<file path="config.mk">
export PLATFORM = sky130hd
export DESIGN_NAME = tri_fetch_sequencer
export DESIGN_NICKNAME = d
export VERILOG_FILES = /design/src/rtl/tri_fetch_sequencer.sv
export SDC_FILE = /design/constraint.sdc
export NUM_CORES = 1
export LEC_CHECK = 0
export BUFFER_PORTS_ARGS = -buffer_cell sky130_fd_sc_hd__buf_2
export CORE_MARGIN = 3
export CORE_UTILIZATION = 50
export DETAILED_ROUTE_END_ITERATION = 6
export PLACE_DENSITY = 0.74
export SYNTH_ARGS = -nofsm -noshare
export SYNTH_HDL_FRONTEND = slang
export SYNTH_SLANG_ARGS = --single-unit
</file>
<file path="constraint.sdc">
create_clock -name clock -period 22.4 [get_ports clock]
set_input_delay 3.36 -clock clock [delete_from_list [all_inputs] [get_ports clock]]
set_output_delay 3.36 -clock clock [all_outputs]
set_load 0.05 [all_outputs]
</file>
<file path="src/rtl/tri_fetch_sequencer.sv">
// rtl/tri_fetch_sequencer.sv - triangle record fetch sequencer with 2-entry credit-based output buffer
// Optional abort input enabled by macro TRI_FETCH_ABORT_EN.
module tri_fetch_sequencer #(
  parameter int ADDR_W  = 12,
  parameter int VERT_W  = 54,
  parameter int COLOR_W = 16,
  parameter int DEPTH   = 2
) (
  input  logic               clock,
  input  logic               reset,
  input  logic               start,
  input  logic [ADDR_W:0]    tri_count,
`ifdef TRI_FETCH_ABORT_EN
  input  logic               abort,
`endif
  output logic               busy,
  output logic               done,
  output logic [ADDR_W-1:0]  read_addr,
  input  logic [VERT_W-1:0]  v1_q,
  input  logic [VERT_W-1:0]  v2_q,
  input  logic [VERT_W-1:0]  v3_q,
  input  logic [VERT_W-1:0]  normal_q,
  input  logic [COLOR_W-1:0] color_q,
  output logic               out_valid,
  input  logic               out_ready,
  output logic [ADDR_W-1:0]  out_index,
  output logic [VERT_W-1:0]  out_v1,
  output logic [VERT_W-1:0]  out_v2,
  output logic [VERT_W-1:0]  out_v3,
  output logic [VERT_W-1:0]  out_normal,
  output logic [COLOR_W-1:0] out_color
);

  typedef enum logic [1:0] {IDLE, RUN, DONE_S} state_t;

  typedef struct packed {
    logic [ADDR_W-1:0]  index;
    logic [VERT_W-1:0]  v1;
    logic [VERT_W-1:0]  v2;
    logic [VERT_W-1:0]  v3;
    logic [VERT_W-1:0]  nrm;
    logic [COLOR_W-1:0] color;
  } rec_t;

  state_t            state, state_next;
  logic [ADDR_W:0]   total, issued;
  logic [ADDR_W-1:0] idx, tag;
  logic [1:0]        count;
  logic              pending;
  rec_t              head, tail, push_rec;
  logic              pop, push, issue, abort_hit, start_hit, finish;
  logic [2:0]        occupancy;

`ifdef TRI_FETCH_ABORT_EN
  assign abort_hit = (state == RUN) & abort;
`else
  assign abort_hit = 1'b0;
`endif

  assign start_hit = (state == IDLE) & start;
  assign pop       = (count != 2'd0) & out_ready;
  assign push      = pending;
  // Credit: entries held plus the read in flight, after this cycle's pop, must leave room.
  assign occupancy = {1'b0, count} + {2'b0, pending} - {2'b0, pop};
  assign issue     = (state == RUN) & ~abort_hit & (issued < total) & (occupancy < 3'(DEPTH));
  // Last record leaves this cycle (or none ever existed) and nothing is in flight.
  assign finish    = (issued == total) & ~pending &
                     ((count == 2'd0) | ((count == 2'd1) & pop));
  assign push_rec  = '{index: tag, v1: v1_q, v2: v2_q, v3: v3_q, nrm: normal_q, color: color_q};

  always_ff @(posedge clock or posedge reset) begin
    if (reset) state <= IDLE;
    else       state <= state_next;
  end

  always_comb begin
    state_next = state;
    case (state)
      IDLE:    if (start) state_next = RUN;
      RUN: begin
        if (abort_hit)   state_next = IDLE;
        else if (finish) state_next = DONE_S;
      end
      DONE_S:  state_next = IDLE;
      default: state_next = IDLE;
    endcase
  end

  always_comb begin
    busy = (state != IDLE);
    done = (state == DONE_S);
  end

  always_ff @(posedge clock or posedge reset) begin
    if (reset) begin
      total   <= '0;
      issued  <= '0;
      idx     <= '0;
      tag     <= '0;
      pending <= 1'b0;
    end else begin
      if (start_hit) begin
        total  <= tri_count;
        issued <= '0;
        idx    <= '0;
      end else if (issue) begin
        idx    <= idx + 1'b1;
        issued <= issued + 1'b1;
        tag    <= idx;
      end
      pending <= issue;
    end
  end

  // Head/tail shift buffer: head always drives the outputs.
  always_ff @(posedge clock or posedge reset) begin
    if (reset) begin
      count <= 2'd0;
      head  <= '0;
      tail  <= '0;
    end else if (abort_hit) begin
      count <= 2'd0;
    end else begin
      case ({push, pop})
        2'b10: begin
          if (count == 2'd0) head <= push_rec;
          else               tail <= push_rec;
          count <= count + 2'd1;
        end
        2'b01: begin
          head  <= tail;
          count <= count - 2'd1;
        end
        2'b11: begin
          if (count == 2'd1) begin
            head <= push_rec;
          end else begin
            head <= tail;
            tail <= push_rec;
          end
        end
        default: ;
      endcase
    end
  end

  assign read_addr  = idx;
  assign out_valid  = (count != 2'd0);
  assign out_index  = head.index;
  assign out_v1     = head.v1;
  assign out_v2     = head.v2;
  assign out_v3     = head.v3;
  assign out_normal = head.nrm;
  assign out_color  = head.color;

endmodule

</file>
After elaboration in Yosys (flattened, before gate mapping)
Index checks and enable logic that the tools add are counted.
{"block": "totals", "output_inout_bits": 259, "in_bits": 249, "ff_bits": 543, "elab_cells": 75}
{"block": "classes", "bitwise_logic": 10, "n_addsub": 6, "n_reduce_logical": 12, "eq_ne": 12, "magnitude_cmp": 2, "muxes": 14}
{"operator": "2-to-1 mux 244 bit", "count": 4}
{"operator": "one-hot mux 244 bit (3 select lines)", "count": 1}
{"operator": "one-hot mux 244 bit (2 select lines)", "count": 1}
{"operator": "2-to-1 mux 13 bit", "count": 2}
{"operator": "2-to-1 mux 12 bit", "count": 2}
{"operator": "adder 13 x 1 -> 13 bit, second input constant", "count": 1}
{"operator": "== test 13 bit", "count": 1}
{"operator": "< comparator 13 bit", "count": 1}
{"operator": "adder 12 x 1 -> 12 bit, second input constant", "count": 1}
{"operator": "inequality test 2 bit, second input constant", "count": 5}
{"operator": "nonzero test 2 bit", "count": 5}
{"operator": "one-hot mux 2 bit (2 select lines)", "count": 2}
{"operator": "AND 1 bit", "count": 7}
{"operator": "== test 2 x 1 -> 1 bit, second input constant", "count": 3}
{"operator": "== test 2 bit, second input constant", "count": 3}
{"operator": "AND reduction 2 bit", "count": 3}
{"operator": "zero test 2 bit", "count": 2}
{"operator": "2-to-1 mux 2 bit", "count": 2}
{"operator": "adder 2 x 1 -> 3 bit", "count": 1}
{"operator": "< comparator 3 x 2 -> 1 bit, second input constant", "count": 1}
{"operator": "AND reduction 3 bit", "count": 1}
{"operator": "nonzero test 3 bit", "count": 1}
{"operator": "subtractor 3 x 1 -> 3 bit", "count": 1}
{"operator": "adder 2 x 1 -> 2 bit, second input constant", "count": 1}
{"operator": "other kinds (3)", "count": 4}

Depth between registers and ports, before layout
{"block": "logic_depth", "word_depth": 7, "mapped_depth": 13, "mapped_depth_nobuf": 11}

Worst setup path before layout
Ideal clock, no wire load.
{"block": "synth_timing", "path_type": "input to register", "from": "in out_ready", "to": "reg tag[3]", "arrival_time_ns": 5.473, "t_required_ns": 22.272, "setup_slack_ns": 16.799, "stages": 11, "setup_ns": 0.128, "n_path_buf": 2, "path_cell_list": "nand2b_1 buf_4 xor2_1 nand2b_1 fa_1 nand4bb_1 a211oi_2 o211ai_2 nor2_4 buf_6 mux2_1"}
{"block": "synth_via", "elab_chain_len": 5}
{"element": "start, declared", "line": "25", "rtl": "input logic out_ready,"}
{"element": "AND 1 bit", "line": "61", "rtl": "assign pop = (count != 2'd0) & out_ready;"}
{"element": "subtractor 3 x 1 -> 3 bit", "line": "64", "rtl": "assign occupancy = {1'b0, count} + {2'b0, pending} - {2'b0, pop};"}
{"element": "< comparator 3 x 2 -> 1 bit", "line": "65", "rtl": "assign issue = (state == RUN) & ~abort_hit & (issued < total) & (occupancy < 3'(DEPTH));"}
{"element": "AND 1 bit", "line": "65"}
{"element": "AND reduction 2 bit (no line)"}
{"element": "end signal, assigned", "line": "109", "rtl": "tag <= idx;"}
{"element": "end, declared", "line": "47", "rtl": "logic [ADDR_W-1:0] idx, tag;"}
Every way passes these cells.
A chain may end at the register's enable or synchronous reset.

Worst setup path after layout
{"block": "layout_timing", "from": "in out_ready", "to": "reg head (netlist bit out_v3[53])"}
{"block": "layout_via", "elab_chain_len": 4}
{"element": "AND 1 bit *", "line": "61"}
{"element": "== test 2 bit / == test 2 x 1 -> 1 bit (equally long branches)", "line": "124", "rtl": "case ({push, pop})"}
{"element": "inequality test 2 bit (no line) / nonzero test 3 bit (equally long branches)"}
{"element": "AND reduction 2 bit (no line)"}
{"element": "end signal, assigned", "line": "126", "rtl": "if (count == 2'd0) head <= push_rec;"}
{"element": "end signal, assigned", "line": "131", "rtl": "head <= tail;"}
{"element": "end signal, assigned", "line": "136", "rtl": "head <= push_rec;"}
{"element": "end, declared", "line": "50", "rtl": "rec_t head, tail, push_rec;"}
Mark *: on every way between the ends. The rest lies on a longest branch, timed or not.

==> flow_metrics.env <==
export IMPL_cp_max_fo=116
export IMPL_cts_tree="yes"
export IMPL_clock_sinks=543
export IMPL_crit_type="in2reg"
export IMPL_grt_use_total=0.2217
export IMPL_grt_start_max_net_pins=245
export IMPL_synth_avg_cell_area_sq_um=12.53
export IMPL_dieArea_sq_um=49060
export IMPL_required_ns=22.82
export IMPL_num_rows=78
export IMPL_dieHeight_um=221.5
export IMPL_avgViaCountPerCell=5.325
export IMPL_cts_max_level=2
export IMPL_drt_iter0_markers=983
export IMPL_cap_violations=0
export IMPL_ios=508
export IMPL_seq_area_frac_synth=0.5852
export IMPL_hold_viol=0
export IMPL_status="finished, final reports clean"
export IMPL_period_needed_ns=6.255
export IMPL_via_count=15850
export IMPL_synth_warning_count=0
export IMPL_fin_area_sq_um=28010
export IMPL_clkLatencyLatePin_ns=0.60
export IMPL_slew_violations=0
export IMPL_ys_types=51
export IMPL_wire_per_inst_um=18.68
export IMPL_finalNonFillerCells=2977
export IMPL_drc=0
export IMPL_ant_nets=0
export IMPL_place_area_sq_um=25980
export IMPL_gr_total_overflow=0
export IMPL_dp_hpwl_um=37310
export IMPL_clockBufferDepth=3
export IMPL_initial_core_util=0.5084
export IMPL_tightest_slew_ns=1.233
export IMPL_finalSetupViolCount=0
export IMPL_core_sq_um=45670
export IMPL_syn_area_sq_um=23220
export IMPL_dp_cells=2854
export IMPL_syn2layout_area_growth_pct=20.62
export IMPL_max_freq_ghz=0.1599
export IMPL_routed_wl_um=55610
export IMPL_tns_ns=0
export IMPL_place_gp_congestion=0.8099
export IMPL_dr_pass1_iters=5
export IMPL_synth_edf_count=0
export IMPL_post_cts_buffers=0
export IMPL_finClkSkew_ns=0.01166
export IMPL_grt_pass1_vias=16470
export IMPL_clk_pin_slew_ns=0.06
export IMPL_ys_flop_type="dfrtp_1"
export IMPL_finalCritPeriodShare=0.2792
export IMPL_holdWs_ns=0.4704
export IMPL_rsz0062_at_grt="false"
export IMPL_endpoint_kind="register"
export IMPL_power_density_nw_per_um2=174.7
export IMPL_cts_hold_fix_buffers=0
export IMPL_relSlewSlack=0.1761
export IMPL_vdd_ir_drop_max_mv=0.1264
export IMPL_final_common_cell="dfrtp_1"
export IMPL_io_buffers=507
export IMPL_hold_path_class="reg2reg"
export IMPL_drive_above_1_share=0.3786
export IMPL_root_buffer="clkbuf_16"
export IMPL_cp_start_kind="input pin"
export IMPL_antenna_found_initial=24
export IMPL_die_w_um=221.5
export IMPL_synth_cells=1853
export IMPL_numCtsBuffers=56
export IMPL_synth_seq_cells=543
export IMPL_layout_common_cells="dfrtp_1 (543), buf_2 (507), nand2_1 (271)"
export IMPL_ctsResizeCount=0
export IMPL_arrival_ns=6.67
export IMPL_p_leak_uw=0.01432
export IMPL_fin_nets=2579
export IMPL_p_total_uw=4892
export IMPL_grt_pass1_wl_um=88990
export IMPL_async_flop_share=1.000
export IMPL_synth_nets=2120
## through the flow
| step | utilization | setup WS, ns |
|---|---|---|
| final | 0.6132 | 16.15 |
| after global routing | 0.6130 | 15.76 |
| after CTS | 0.6123 | 16.20 |
| after detailed placement | 0.5689 | 15.54 |
| after global placement | 0.5689 | 15.68 |
| after floorplan | - | 3.861 |
## kinds of logic after synthesis
| family | synth area share |
|---|---|
| XOR/XNOR | 0.003395 |
| adder cells (fa/ha/maj) | 0.01002 |
| buffers and inverters | 0.03238 |
| AO/OA/AOI/OAI | 0.06838 |
| AND/OR/NAND/NOR | 0.06191 |
| multiplexers | 0.2388 |
| flip-flops | 0.5852 |
## power by group
group	switching [uW]	total, uW	internal (uW)
clock	385	983	598
sequential	246	1690	1440
combinational	1500	2220	722
total	2130	4890	2760
## final cells by class
type / count / area (sq um)
multi-input combinational: 1174 / 8904
fill: 3632 / 17660
inverter: 18 / 75.07
sequential: 543 / 13590
tap: 600 / 750.7
clock inverter: 19 / 256.5
timing repair buffer: 519 / 2665
clock buffer: 86 / 1725
antenna: 18 / 45.04
## final timing paths
kind | startpoint | to | slack, ns | cells past startpoint
setup / recovery | out_ready | out_v3[53] | 16.15 | 6
hold / removal | out_v3[11] | out_v3[11] | 0.47 | 2
setup reg to reg | count[1] | out_v3[53] | 18.09 | 7
hold reg to reg | out_v3[11] | out_v3[11] | 0.47 | 2
max in group asynchronous | reset | out_v1[41] | 16.91 | 4
min in group asynchronous | reset | out_v3[39] | 2.97 | 2
## flip-flops by register name, summed over array words and instances (netlist names), 13 cells and up
signal	count
issued	13
out_color	16
out_normal	54
out_v1	54
out_v2	54
out_v3	54
tail	244
total	13
## Yosys cell counts, drive strengths merged (4+ instances only)
library cell / n / area [sq um]
dfrtp: 543 / 13590
nand2: 272 / 1021
mux2: 271 / 3052
o21ai: 252 / 1261
mux2i: 249 / 2492
buf: 84 / 554.3
clkbuf: 34 / 130.1
inv: 18 / 67.56
ha: 17 / 212.7
nand3: 13 / 65.06
nor2: 11 / 51.30
nor3: 9 / 45.04
nor4b: 8 / 76.32
a211o: 7 / 61.31
a21o: 7 / 52.55
xor2: 6 / 52.55
a211oi: 5 / 42.54
and3: 5 / 31.28
nor4: 5 / 31.28
a21oi: 4 / 20.02
a221o: 4 / 40.04
## worst max-delay path, stage by stage
cell and delay [ns]:
buf_2 0.11, nand2b_1 0.24, a21boi_4 1.01, buf_4 0.70, buf_4 0.90, o21ai_0 0.23
## layer usage
metal | wire [um] | GRT usage | share of wire
met4 | 1672 | 0.07575 | 0.030
met3 | 3561 | 0.05600 | 0.064
met5 | 78 | 0 | 0.0014
met1 | 22150 | 0.2721 | 0.40
met2 | 28150 | 0.3842 | 0.51
Note: power is estimated with default switching activity, not from simulation.
